==> src/rtl/gmii_tx_pkg.sv <==
// Shared types and constants for the GMII transmit scheduler.
// The CRC helper is used by crc32_d8 when GMII_TX_SCHED_FCS_EN is defined.
package gmii_tx_pkg;

  typedef enum logic [2:0] {
    ST_IDLE = 3'd0,
    ST_PRE  = 3'd1,
    ST_SFD  = 3'd2,
    ST_DATA = 3'd3,
    ST_DROP = 3'd4,
    ST_IFG  = 3'd5,
    ST_FCS  = 3'd6
  } tx_state_e;

  localparam logic [7:0]  PREAMBLE_BYTE = 8'h55;
  localparam logic [7:0]  SFD_BYTE      = 8'hD5;
  localparam logic [31:0] CRC32_INIT    = 32'hFFFFFFFF;
  localparam logic [31:0] CRC32_POLY    = 32'h04C11DB7;

  // Reflected CRC-32 update of one byte, bit 0 of the byte first.
  function automatic logic [31:0] crc32_byte(input logic [31:0] crc, input logic [7:0] data);
    logic [31:0] poly_r;
    logic [31:0] c;
    for (int i = 0; i < 32; i++) begin
      poly_r[i] = CRC32_POLY[31-i];
    end
    c = crc;
    for (int i = 0; i < 8; i++) begin
      if (c[0] ^ data[i]) begin
        c = {1'b0, c[31:1]} ^ poly_r;
      end else begin
        c = {1'b0, c[31:1]};
      end
    end
    return c;
  endfunction

endpackage

==> src/rtl/gmii_tx_sched_crc32_d8.sv <==
// Byte-parallel reflected CRC-32 accumulator with synchronous clear and enable.
// Instantiated by gmii_tx_sched only when GMII_TX_SCHED_FCS_EN is defined.
module crc32_d8
  import gmii_tx_pkg::*;
(
  input  logic        clk_i,
  input  logic        rst_i,
  input  logic        clr_i,
  input  logic        en_i,
  input  logic [7:0]  data_i,
  output logic [31:0] crc_o
);

  logic [31:0] crc_q;

  // CRC state register: clear wins over update.
  always_ff @(posedge clk_i) begin
    if (rst_i) begin
      crc_q <= CRC32_INIT;
    end else if (clr_i) begin
      crc_q <= CRC32_INIT;
    end else if (en_i) begin
      crc_q <= crc32_byte(crc_q, data_i);
    end else begin
      crc_q <= crc_q;
    end
  end

  assign crc_o = crc_q;

endmodule

==> src/rtl/gmii_tx_sched.sv <==
// Round-robin frame scheduler for two byte-stream requesters feeding a GMII transmitter.
// Define GMII_TX_SCHED_FCS_EN to append a generated CRC-32 FCS after each good frame.
module gmii_tx_sched
  import gmii_tx_pkg::*;
#(
  parameter int IFG_CYCLES   = 12,
  parameter int PREAMBLE_LEN = 7
) (
  input  logic       gmii_tx_clk,
  input  logic       rst,
  input  logic       req0_valid,
  input  logic [7:0] req0_data,
  input  logic       req0_last,
  output logic       req0_ready,
  input  logic       req1_valid,
  input  logic [7:0] req1_data,
  input  logic       req1_last,
  output logic       req1_ready,
  output logic       gmii_tx_en,
  output logic [7:0] gmii_txd,
  output logic [1:0] grant,
  output logic       busy,
  output logic       underrun
);

  tx_state_e  state_q, state_d;
  logic [7:0] cnt_q, cnt_d;
  logic [1:0] grant_q, grant_d;
  logic       rr_last_q, rr_last_d;
  logic       tx_en_q, tx_en_d;
  logic [7:0] txd_q, txd_d;
  logic       underrun_q, underrun_d;
  logic       busy_q;

  logic       g_valid, g_last, pick1, rx_phase;
  logic [7:0] g_data;

  assign g_valid  = grant_q[1] ? req1_valid : req0_valid;
  assign g_last   = grant_q[1] ? req1_last  : req0_last;
  assign g_data   = grant_q[1] ? req1_data  : req0_data;
  // On a tie the requester not served last wins.
  assign pick1    = req1_valid & (~req0_valid | ~rr_last_q);
  assign rx_phase = (state_q == ST_SFD) | (state_q == ST_DATA) | (state_q == ST_DROP);

  assign req0_ready = rx_phase & grant_q[0];
  assign req1_ready = rx_phase & grant_q[1];

`ifdef GMII_TX_SCHED_FCS_EN
  logic [31:0] crc;
  logic [31:0] fcs;

  crc32_d8 u_crc (
    .clk_i  (gmii_tx_clk),
    .rst_i  (rst),
    .clr_i  (state_q == ST_IDLE),
    .en_i   (g_valid & ((state_q == ST_SFD) | (state_q == ST_DATA))),
    .data_i (g_data),
    .crc_o  (crc)
  );

  assign fcs = ~crc;
`endif

  // Next-state and next-output decode.
  always_comb begin
    state_d    = state_q;
    cnt_d      = cnt_q;
    grant_d    = grant_q;
    rr_last_d  = rr_last_q;
    tx_en_d    = 1'b0;
    txd_d      = 8'h00;
    underrun_d = 1'b0;
    case (state_q)
      ST_IDLE: begin
        if (req0_valid | req1_valid) begin
          grant_d   = pick1 ? 2'b10 : 2'b01;
          rr_last_d = pick1;
          state_d   = ST_PRE;
          cnt_d     = 8'd1;
          tx_en_d   = 1'b1;
          txd_d     = PREAMBLE_BYTE;
        end else begin
          cnt_d = 8'd0;
        end
      end
      ST_PRE: begin
        tx_en_d = 1'b1;
        if (cnt_q == 8'(PREAMBLE_LEN)) begin
          state_d = ST_SFD;
          txd_d   = SFD_BYTE;
        end else begin
          cnt_d = cnt_q + 8'd1;
          txd_d = PREAMBLE_BYTE;
        end
      end
      ST_SFD, ST_DATA: begin
        if (g_valid) begin
          tx_en_d = 1'b1;
          txd_d   = g_data;
          if (g_last) begin
            cnt_d = 8'd0;
`ifdef GMII_TX_SCHED_FCS_EN
            state_d = ST_FCS;
`else
            state_d = ST_IFG;
            grant_d = 2'b00;
`endif
          end else begin
            state_d = ST_DATA;
          end
        end else begin
          underrun_d = 1'b1;
          state_d    = ST_DROP;
        end
      end
      ST_DROP: begin
        // The low cycles after the final discarded byte form the gap.
        if (g_valid & g_last) begin
          grant_d = 2'b00;
          cnt_d   = 8'd1;
          state_d = (IFG_CYCLES == 1) ? ST_IDLE : ST_IFG;
        end else begin
          state_d = ST_DROP;
        end
      end
`ifdef GMII_TX_SCHED_FCS_EN
      ST_FCS: begin
        tx_en_d = 1'b1;
        txd_d   = fcs[{cnt_q[1:0], 3'b000} +: 8];
        if (cnt_q == 8'd3) begin
          state_d = ST_IFG;
          grant_d = 2'b00;
          cnt_d   = 8'd0;
        end else begin
          cnt_d = cnt_q + 8'd1;
        end
      end
`endif
      ST_IFG: begin
        if (cnt_q >= 8'(IFG_CYCLES - 1)) begin
          state_d = ST_IDLE;
          cnt_d   = 8'd0;
        end else begin
          cnt_d = cnt_q + 8'd1;
        end
      end
      default: begin
        state_d = ST_IDLE;
        grant_d = 2'b00;
        cnt_d   = 8'd0;
      end
    endcase
  end

  // State and registered outputs.
  always_ff @(posedge gmii_tx_clk) begin
    if (rst) begin
      state_q    <= ST_IDLE;
      cnt_q      <= 8'd0;
      grant_q    <= 2'b00;
      rr_last_q  <= 1'b1;
      tx_en_q    <= 1'b0;
      txd_q      <= 8'h00;
      underrun_q <= 1'b0;
      busy_q     <= 1'b0;
    end else begin
      state_q    <= state_d;
      cnt_q      <= cnt_d;
      grant_q    <= grant_d;
      rr_last_q  <= rr_last_d;
      tx_en_q    <= tx_en_d;
      txd_q      <= txd_d;
      underrun_q <= underrun_d;
      busy_q     <= (state_d != ST_IDLE);
    end
  end

  assign gmii_tx_en = tx_en_q;
  assign gmii_txd   = txd_q;
  assign grant      = grant_q;
  assign busy       = busy_q;
  assign underrun   = underrun_q;

endmodule

==> config.mk <==
export PLATFORM = sky130hd
export DESIGN_NAME = gmii_tx_sched
export DESIGN_NICKNAME = d
export VERILOG_FILES = /design/src/rtl/gmii_tx_pkg.sv /design/src/rtl/gmii_tx_sched_crc32_d8.sv /design/src/rtl/gmii_tx_sched.sv
export SDC_FILE = /design/constraint.sdc
export NUM_CORES = 1
export LEC_CHECK = 0
export ABC_AREA = 1
export BUFFER_PORTS_ARGS = -buffer_cell sky130_fd_sc_hd__buf_2
export CAP_MARGIN = 20
export CORE_MARGIN = 3
export CORE_UTILIZATION = 50
export CTS_CLUSTER_DIAMETER = 30
export DETAILED_ROUTE_END_ITERATION = 8
export PLACE_DENSITY = 0.73
export SLEW_MARGIN = 20
export SYNTH_ARGS = -nofsm -noshare
export SYNTH_HDL_FRONTEND = slang
export SYNTH_SLANG_ARGS = --single-unit
==> constraint.sdc <==
create_clock -name gmii_tx_clk -period 1.4 [get_ports gmii_tx_clk]
set_input_delay 0.07 -clock gmii_tx_clk [delete_from_list [all_inputs] [get_ports gmii_tx_clk]]
set_output_delay 0.07 -clock gmii_tx_clk [all_outputs]
set_load 0.005 [all_outputs]
* Word-level counts from Yosys, hierarchy flattened
Index checks and enable logic that the tools add are counted.
Word-level totals: flip-flop bits (word level) 25, bits of input ports 22, output and inout bits 15, word-level logic and storage cells 72
Cells by class: $add $sub $neg 1, order comparisons 1, equality and inequality tests 11, muxes and demuxes 31, bitwise gates (word level) 12, reduce and logical (&&, ||, !) cells 8
Operators by type and width (count):
- $mux 8 | 8
- $pmux 8 s5 | 1
- $pmux 8 s3 | 1
- $mux 3 | 5
- $pmux 3 s5 | 1
- $mux 2 | 5
- $add 8x1->8 const B | 1
- $eq 8x3->1 const B | 1
- $ge 8x4->1 const B | 1
- $ne 2x2->1 const B | 4
- $pmux 2 s4 | 1
- $mux 1 | 7
- $mux 7 | 1
- $eq 3x2->1 const B | 2
- $eq 3x3->1 const B | 2
- $reduce_or 2->1 | 3
- $reduce_and 5->1 | 1
- $and 1x1->1 | 4
- $not 1->1 | 4
- $or 1x1->1 | 4
- $reduce_and 4->1 | 1
- $eq 3x1->1 const B | 1
- $logic_not 3->1 | 1
- $pmux 1 s3 | 1
- other kinds (3) | 3

* Logic depth before layout (Yosys ltp)
Gate-level depths: netlist of the first run.
depth in word-level cells 6, mapped depth 11, mapped depth without buffers 10

* Worst setup path after synthesis of the first run
OpenSTA, ideal clock, no wires.
path type register to register, start point register cnt_q[0], end point register cnt_q[3], arrival 1204 ps, required time 1336 ps, setup slack 132 ps, cell stages (with the launch flop) 11, path buffers 0, clock period less this slack 1268 ps, cell sequence dfxtp_1 -> ha_1 -> nor2_1 -> nor2_1 -> nor2_1 -> nand2_2 -> nand2_2 -> nand2_1 -> nand2_1 -> nand2_1 -> nor2_1
On the way: word-level cells in the longest chain between the ends 3, elaborated cells on any way between the ends 8, those cells by class add/sub: 1; order compare: 1; eq/ne: 2; mux: 3; reduce/logical: 1
Ends and longest elaborated chain:
- start, declared | RTL line gmii_tx_sched.sv:27 | logic [7:0] cnt_q, cnt_d;
- start signal, assigned | RTL line gmii_tx_sched.sv:168 | cnt_q <= cnt_d;
- $add 8x1->8, or another cell as far along | RTL line gmii_tx_sched.sv:92, gmii_tx_sched.sv:144
- $mux 8, or another cell as far along | RTL line gmii_tx_sched.sv:140 | if (cnt_q >= 8'(IFG_CYCLES - 1)) begin
- $pmux 8 s5 or $reduce_and 4->1 (tied branches)
Several ways; a longest one is shown, not always the timed one. The select of a mux whose other input is x is not followed. A chain may end at the register's enable or synchronous reset.

* Worst setup path in the final report of the first run
start point register cnt_q[0], end point register cnt_q[0]
Same word-level chain as after synthesis.

==> flow_summary.toml, run 1 <==
[outcome]
status = "finished clean"

[layout]
area_delta_synth_final_pct = 29.6
ff_latch_area_um2 = 519
fillers = 211
fin_area_mm2 = 0.00179
diodes = 0
multi_input_area_um2 = 812
nets = 273
drive_above_1_share_pct = 38.6
final_core_util_pct = 70.4
final_cells = 279

[critical_path]
path_buf_inv = 0
endpoint_kind = "flip-flop"
r2r_end = "cnt_q[0]$_SDFFE_PP0P_"
rrSetupSlack_ps = 60
crit_required_ps = 1640
cpPeakStageDelay_ps = 400
critPathLaunchType = "flip-flop"
r2r_start = "cnt_q[0]$_SDFFE_PP0P_"
crit_family = "simple AND/OR/NAND/NOR gates"
worst-path-max-fanout = 7
r2r_cells = 7
setup.worst_path.class = "flip-flop to flip-flop"
cpMaxStageDelayCell = "dfxtp_4"
crit_arrival_ps = 1580
crit_chain = "ha_4 > nand3_1 > nor2_4 > nand2_4 > nand3_4 > nand2_1 > a21oi_1"

[synthesis]
synth_nets = 222
synth.most_common_cell = "nand2_1"
ys_seq_area_share_pct = 36.2
synth_warnings = 0
yosysUniqueCellTypes = 27
syn-cell-area_mm2 = 0.00138
async_flop_share_pct = 0
syn_inst = 199
synth_seq_cells = 25
synth.top_cells.by_area = "dfxtp_1 (36%), nand2_1 (13%), nor2_1 (7.3%)"
synthDominantCellAreaShare_pct = 36.2
synth_edf_count = 0
yosys_most_used_dff = "dfxtp_1"
syn_avg_cell_area_um2 = 6.94
yosysTopAreaCell = "dfxtp_1"
synthTopCellsByCount = "nand2_1 (49), nor2_1 (27), dfxtp_1 (25)"

[sta]
slew_viol_final = 0
finalHoldViolCount = 0
fin_crit_sh_pct = 95.5
worst_slew_pin_slew_ps = 324
period_needed_ps = 1340
max_freq_mhz = 748
rsz0062_at_grt = "true"
skew_ps = 4.63
slew_headroom_pct = 78.4
setup_violations = 0

[hold_path]
holdCritPathClass = "input pin to flip-flop"
min_to = "gmii_txd[6]$_SDFF_PP0_"
min_from = "req1_data[6]"
hold_depth = 3

[place]
place_area_mm2 = 0.00160
port-buffer-count = 36
gp_congestion = 0.797
dp_hpwl_mm = 2.51
dp.cells = 265

[detailed_routing]
vias = 1427
drtIter0Drc = 50
wl_per_cell_um = 12.4
viasPerCell = 5.11
wirelength_mm = 3.47
drcViolationCount = 0
first_pass_iters = 5
ant_nets = 0

[global_route]
grt_pass1_vias = 1359
grt_overflow = 0
grt.total_usage_pct = 20.8
grt_max_degree = 17
grt_pass1_wl_mm = 5.64
antenna_found_initial = 0

[die]
die_area_mm2 = 0.00343
io_pins = 37
die_h_um = 58.6
start_util_pct = 54.3
die_x_um = 58.6
num_rows = 18
core_mm2 = 0.00254

[clocking]
htreeDepth = 1
cts.sinks = 25
cts_tree = "yes"
clk_pin_slew_ps = 140
worstSkewPairLatency_ps = 310
clockBufferDepth = 2
cts-root-buf = "clkbuf_4"
cts_buffers = 3

[power]
cellLeakagePower_nw = 0.880
vdd_drop_max_mv = 0.580
power.density_mw_per_mm2 = 768

[run]
maxCapViolations = 0
flip-flops by register name, indices dropped and copies added (netlist names):
register and cells:
busy 1, cnt_q 8, gmii_tx_en 1, gmii_txd 8, grant 2, rr_last_q 1
state_q 3, underrun 1
power by group:
group          leakage, nW  internal (mW)  total, mW  switching [mW]
Combinational        0.656          0.123      0.278           0.155
Sequential           0.209          0.744      0.767          0.0225
Clock               0.0150          0.111      0.329           0.218
area by class of cell:
| type | count | area share [%] |
|---|---|---|
| Clock buffer | 4 | 1.47 |
| Inverter | 24 | 5.59 |
| Multi-Input combinational cell | 146 | 45.4 |
| Sequential cell | 25 | 29.0 |
| Tap cell | 30 | 2.10 |
| Timing Repair Buffer | 50 | 16.5 |
cells by family after synthesis:
family / share of synthesized area [%]
AOI/OAI and AO/OA: 9.15
and+or+nand+nor: 44.6
adders and majority gates: 0.906
DFF: 36.2
buffers and inverters: 9.15
tightest hold or removal path: cells and delay by family:
family          cells  cell delay (ps)
compound gates      1               70
simple gates        1               50
buf+inv             1              100
cells in the final DEF (no fill, tap or decap), types with 5 or more instances in the layout:
| master | Yosys | final |
|---|---|---|
| nor2_1 | 27 | 19 |
| a21oi_1 | 10 | 10 |
| nor2_2 | 1 | 6 |
| a31oi_1 | 5 | 5 |
| dfxtp_1 | 25 | 18 |
| nand2_1 | 49 | 47 |
| buf_4 | 0 | 10 |
| nand2_2 | 9 | 10 |
| buf_2 | 0 | 36 |
| o21ai_0 | 5 | 5 |
| nand2_4 | 6 | 7 |
| nand3_1 | 16 | 16 |
| inv_1 | 17 | 17 |
| nor2_4 | 3 | 6 |
through the flow:
| step | setup WS, ps | TNS, ps | power, mW | hold slack [ps] |
|---|---|---|---|---|
| final | 63.2 | 0 | 1.37 | 6.01 |
| after global routing | -51.4 | -283 | 1.46 | 3.88 |
| after CTS | 0.977 | 0 | 1.35 | 0.117 |
| after detailed placement | -11.1 | -19.7 | 1.03 | 347 |
| after global placement | 55.5 | 0 | 1.02 | 338 |
| after floorplan | 132 | 0 | 0.943 | 230 |
per-layer routing:
layer  vias to the layer above  track usage [%]  wire [µm]  share of wire (%)
met4                         0             7.62         60                1.7
met3                         6             3.07        148                4.3
met2                        33             37.0       1740                 50
met1                       649             25.2       1520                 44
li1                        739                -          -                  -
met5                         -                0          0                  0
how the worst max path moves through the flow:
stage / slack [ps] / end / start / cells past startpoint
6_report: 60 / cnt_q[0]$_SDFFE_PP0P_ / cnt_q[0]$_SDFFE_PP0P_ / 7
5_1_grt: -50 / cnt_q[0]$_SDFFE_PP0P_ / cnt_q[0]$_SDFFE_PP0P_ / 7
4_1_cts: 1 / cnt_q[0]$_SDFFE_PP0P_ / cnt_q[0]$_SDFFE_PP0P_ / 7
3_5_place_dp: -10 / cnt_q[3]$_SDFFE_PP0P_ / cnt_q[0]$_SDFFE_PP0P_ / 10
3_3_place_gp: 60 / cnt_q[3]$_SDFFE_PP0P_ / cnt_q[0]$_SDFFE_PP0P_ / 10
2_1_floorplan: 130 / cnt_q[3]$_SDFFE_PP0P_ / cnt_q[0]$_SDFFE_PP0P_ / 10
timing repair:
item / 4_1_cts / 5_1_grt
pin swaps: 0 / 7
setup endpoints to repair: 8 / 20
buffers inserted: 0 / 6
gates resized for setup: 5 / 24
endpoints found under the hold margin: 1 / 2
hold buffers: 1 / 3
Note: power is estimated with default switching activity, not from simulation.
==> inputs of run 2 (changes only) <==
ABC_AREA = not set   (was 1)
PLACE_DENSITY = 0.74   (was 0.73)
==> flow_summary.toml, run 2 <==
[outcome]
status = "finished with violations"
violations = "negative setup slack"

[critical_path]
worst-path-max-fanout = 5
rrSetupSlack_ps = -140
cpPeakStageDelay_ps = 360
cpMaxStageDelayCell = "dfxtp_2"
crit_family = "simple AND/OR/NAND/NOR gates"
r2r_end = "cnt_q[0]$_SDFFE_PP0P_"
crit_cells = 6
crit_arrival_ps = 1760
critPathLaunchType = "flip-flop"
endpoint_kind = "flip-flop"
r2r_cells = 6
setup.worst_path.class = "flip-flop to flip-flop"
r2r_start = "cnt_q[7]$_SDFFE_PP0P_"
crit_required_ps = 1620
crit_chain = "nor4_4 > nand4b_1 > o211ai_4 > buf_6 > nand3b_1 > o41ai_2"
path_buf_inv = 1

[layout]
layout_common_cells = "buf_2 (36), buf_4 (35), dfxtp_1 (17)"
diodes = 0
layout_commonest_cell = "buf_2"
drive_above_1_share_pct = 51.3
nets = 248
final_cells = 252
area_delta_synth_final_pct = 51.4
final_core_util_pct = 83.7

[place]
port-buffer-count = 36
dp.cells = 237
dp_hpwl_mm = 2.58
gp_congestion = 0.825

[detailed_routing]
vias = 1450
first_pass_iters = 4
drcViolationCount = 0
viasPerCell = 5.75
ant_nets = 0
wirelength_mm = 3.85
wl_per_cell_um = 15.3
drtIter0Drc = 70

[sta]
skew_ps = 5.75
finalHoldViolCount = 0
setup_ws_ps = -140
period_needed_ps = 1540
hold_ws_ps = 39.1
rsz0062_at_grt = "true"
worst_slew_pin_slew_ps = 387
slew_viol_final = 0
max_freq_mhz = 650
fin_crit_sh_pct = 110
setup_violations = 16
slew_headroom_pct = 74.2

[global_route]
grt_pass1_vias = 1487
grt_max_degree = 21
grt.total_usage_pct = 24.1
grt_overflow = 0
grt_pass1_wl_mm = 6.33
antenna_found_initial = 0

[synthesis]
syn_inst = 150
synthDominantCellAreaShare_pct = 38.7
synth_seq_cells = 25
yosysTopAreaCell = "dfxtp_1"
synth.most_common_cell = "dfxtp_1"
synthTopCellsByCount = "dfxtp_1 (25), a21oi_1 (15), nand2_1 (13)"
async_flop_share_pct = 0
ys_seq_area_share_pct = 38.7
synth_edf_count = 0
yosysUniqueCellTypes = 45
syn-cell-area_mm2 = 0.00129
synth.top_cells.by_area = "dfxtp_1 (39%), mux2i_1 (6.2%), a21oi_1 (5.8%)"
syn_avg_cell_area_um2 = 8.62
synth_nets = 173
yosys_most_used_dff = "dfxtp_1"
synth_warnings = 0

[power]
netSwitchingFraction_pct = 27.0
seqPwrFrac_pct = 55.4
combPwrFrac_pct = 21.5
intPower_mw = 1.00
p_sw_mw = 0.371
vdd_drop_max_mv = 0.571
cellLeakagePower_nw = 0.859
p_clk_share_pct = 23.1
power.density_mw_per_mm2 = 701

[clocking]
worstSkewPairLatency_ps = 310
clk_pin_slew_ps = 140
cts-root-buf = "clkbuf_4"
cts_buffers = 3
htreeDepth = 1
clockBufferDepth = 2
cts.sinks = 25
cts_tree = "yes"

[die]
io_pins = 37
num_rows = 17
core_mm2 = 0.00234
die_h_um = 56.9
start_util_pct = 55.3
die_x_um = 56.9
die_area_mm2 = 0.00323

[hold_path]
holdCritPathClass = "input pin to flip-flop"
min_from = "req1_data[0]"
min_to = "gmii_txd[0]$_SDFF_PP0_"
hold_depth = 3

[run]
maxCapViolations = 0
run 2: cell types whose count changed in the layout (fill, tap and decap cells not counted), sizes merged, moves of 4 or more:
cell,before,now
nor2b,0,5
nand3,19,6
a21oi,10,15
nand3b,0,4
nor3,1,11
mux2i,0,8
nor2,31,8
dlygate4sd3,4,0
nand2,64,13
buf,46,77
inv,24,1
run 2: cell families (layout without fill, tap and decap cells):
family | Yosys count | count (layout) | synth area share (%)
AO/OA/AOI/OAI | 44 | 44 | 22.6
buffers and inverters | 8 | 82 | 3.48
adder cells (fa/ha/maj) | 1 | 1 | 0.967
AND/OR/NAND/NOR | 63 | 63 | 27.2
multiplexers | 9 | 9 | 7.06
flip-flops | 25 | 25 | 38.7
run 2: worst register-to-register path, cell delays in order (launching register included):
cell	delay [ps]
dfxtp_2	360
nor4_4	350
nand4b_1	260
o211ai_4	190
buf_6	150
nand3b_1	80
o41ai_2	50
run 2: area by class of cell:
cell class              instances  area (µm²)
clock buffers                   3        22.5
clock inverters                 1        5.00
fillers                       154         382
inverters                       1        3.75
multi-input cells             117         863
flip-flops and latches         25         518
well taps                      28        35.0
repair buffers                 77         510
run 2: metal layers:
metal	wire length (µm)	global-route usage (%)	vias to the layer above
met1	1530	26.1	671
met5	0	0	-
met2	2030	46.0	57
li1	-	-	710
met4	95	9.60	0
met3	189	3.45	12
run 2: power groups by stage:
stage,registers (mW),clock network (mW),logic (mW)
6_report,0.760,0.317,0.296
3_3_place_gp,0.772,0,0.245
4_1_cts,0.759,0.319,0.280
2_1_floorplan,0.771,0,0.134
5_1_grt,0.766,0.353,0.322
3_5_place_dp,0.774,0,0.253
run 2: how the worst max path moves through the flow:
stage                                     start  slack, ps                     to
after floorplan           cnt_q[7]$_SDFFE_PP0P_        -20  cnt_q[2]$_SDFFE_PP0P_
after global placement    cnt_q[0]$_SDFFE_PP0P_        -60  cnt_q[7]$_SDFFE_PP0P_
after detailed placement  cnt_q[0]$_SDFFE_PP0P_       -200  cnt_q[7]$_SDFFE_PP0P_
after CTS                 cnt_q[6]$_SDFFE_PP0P_       -140  cnt_q[0]$_SDFFE_PP0P_
after global routing      cnt_q[7]$_SDFFE_PP0P_       -270  cnt_q[0]$_SDFFE_PP0P_
final                     cnt_q[7]$_SDFFE_PP0P_       -140  cnt_q[0]$_SDFFE_PP0P_
run 2: what timing repair did:
action                                  4_1_cts  5_1_grt
setup buffers                                 8        3
resized for setup                            30        9
hold buffers                                  0        0
pin swaps                                    16        7
endpoints found under the setup margin       21       21
run 2: stage by stage:
stage / TNS, ps / cell area, µm² / total power [mW] / setup slack (ps)
floorplan: -15.7 / 1310 / 0.905 / -15.7
global placement: -293 / 1700 / 1.02 / -58.2
detailed placement: -1200 / 1700 / 1.03 / -197
CTS: -1070 / 1900 / 1.36 / -136
global route: -2930 / 1960 / 1.44 / -273
finish: -1140 / 1960 / 1.37 / -140
==> inputs of run 3 (changes only) <==
REMOVE_ABC_BUFFERS = 1   (was not set)
==> flow_summary.toml, run 3 (synthesis gave the netlist of run 2 again) <==
[outcome]
status = "finished with violations"
violations = "negative setup slack"

[detailed_routing]
vias = 1505
drtIter0Drc = 81
wirelength_mm = 4.14
viasPerCell = 5.93
drcViolationCount = 0
first_pass_iters = 4
wl_per_cell_um = 16.3
ant_nets = 0

[layout]
layout_commonest_cell = "buf_4"
layout_common_cells = "buf_4 (40), buf_2 (36), dfxtp_1 (17)"
nets = 250
diodes = 0
fillers = 128
area_delta_synth_final_pct = 54.9
drive_above_1_share_pct = 54.9
final_cells = 254

[place]
gp_congestion = 0.881
dp_hpwl_mm = 2.69
port-buffer-count = 36
dp.cells = 243

[clocking]
worstSkewPairLatency_ps = 330
clockBufferDepth = 2
clk_pin_slew_ps = 140
cts_tree = "yes"
htreeDepth = 1
cts_buffers = 3
cts-root-buf = "clkbuf_4"
hold_buffers = 0
cts.sinks = 25

[die]
start_util_pct = 55.3
core_mm2 = 0.00234
die_area_mm2 = 0.00323
die_h_um = 56.9
num_rows = 17
die_x_um = 56.9
io_pins = 37

[hold_path]
hold_depth = 3
min_from = "req0_data[4]"
holdCritPathClass = "input pin to flip-flop"
min_to = "gmii_txd[4]$_SDFF_PP0_"

[sta]
worst_slew_pin_slew_ps = 440
period_needed_ps = 1620
setup_violations = 14
max_freq_mhz = 616
skew_ps = 1.59
finalHoldViolCount = 0
slew_headroom_pct = 70.4
setup_ws_ps = -223
slew_viol_final = 0
rsz0062_at_grt = "true"
fin_crit_sh_pct = 116

[global_route]
grt_max_degree = 21
grt_overflow = 0
grt.total_usage_pct = 24.7
grt_pass1_wl_mm = 6.24
antenna_found_initial = 0
grt_pass1_vias = 1331

[critical_path]
crit_required_ps = 1630
endpoint_kind = "flip-flop"
r2r_start = "cnt_q[0]$_SDFFE_PP0P_"
critPathLaunchType = "flip-flop"
r2r_cells = 6
worst-path-max-fanout = 3
r2r_end = "cnt_q[0]$_SDFFE_PP0P_"
rrSetupSlack_ps = -220
crit_arrival_ps = 1860
setup.worst_path.class = "flip-flop to flip-flop"

[power]
vdd_drop_max_mv = 0.686
cellLeakagePower_nw = 0.863
power_mw = 1.41
power.density_mw_per_mm2 = 703

[run]
maxCapViolations = 0
[run 3: how the worst max path moves through the flow]
| stage | startpoint | end | slack [ps] | depth (start not counted) |
|---|---|---|---|---|
| floorplan | grant[1]$_SDFFE_PP0P_ | grant[0]$_SDFFE_PP0P_ | -360 | 5 |
| detailed placement | cnt_q[0]$_SDFFE_PP0P_ | cnt_q[4]$_SDFFE_PP0P_ | -200 | 6 |
| CTS | cnt_q[6]$_SDFFE_PP0P_ | cnt_q[2]$_SDFFE_PP0P_ | -160 | 4 |
| global placement | cnt_q[0]$_SDFFE_PP0P_ | cnt_q[2]$_SDFFE_PP0P_ | -110 | 5 |
| global route | cnt_q[0]$_SDFFE_PP0P_ | cnt_q[0]$_SDFFE_PP0P_ | -310 | 6 |
| finish | cnt_q[0]$_SDFFE_PP0P_ | cnt_q[0]$_SDFFE_PP0P_ | -220 | 6 |
[run 3: where the power goes]
group	total, mW	switching [mW]	internal, mW
clock	0.337	0.227	0.110
combinational	0.312	0.150	0.162
sequential	0.760	0.0208	0.739
[run 3: area by class of cell]
type                       count  area (µm²)  area share (%)
clock buffer                   3        22.5            1.12
clock inverter                 1        7.51           0.375
inverter                       1        3.75           0.187
multi-input combinational    117         903            45.1
sequential                    25         518            25.8
tap                           28        35.0            1.75
timing repair buffer          79         514            25.7
[run 3: layer usage]
layer  global-route usage, %  vias up  routed length, µm
met1                    30.6      709               1690
met2                    42.6       70               2040
li1                        -      713                  -
met4                    8.94        0                140
met5                       0        -                  0
met3                    4.37       13                268
[run 3: critical path, cell delays in order (launching register included)]
cell      delay (ps)
dfxtp_2          370
ha_4             160
and3b_2          210
nand4b_1         140
o211a_1          230
nand2_2           70
o41ai_2          350
[run 3: per-stage QoR]
| step | hold slack, ps | TNS (ps) | util (%) | instance area [µm²] | worst slack, ps |
|---|---|---|---|---|---|
| final | 18.7 | -1670 | 85.7 | 2000 | -223 |
| after global routing | 15.0 | -3270 | 85.7 | 2000 | -312 |
| after CTS | 14.2 | -1400 | 79.3 | 1850 | -159 |
| after detailed placement | 367 | -1610 | 74.3 | 1740 | -202 |
| after global placement | 356 | -639 | 74.3 | 1740 | -114 |
| after floorplan | 139 | -2220 | - | 1250 | -360 |
[run 3: what timing repair did]
| action | in CTS | in global routing |
|---|---|---|
| endpoints found under the hold margin | 0 | 0 |
| resized for setup | 22 | 29 |
| setup buffers | 3 | 4 |
| endpoints found under the setup margin | 24 | 21 |
| pin swaps | 24 | 14 |
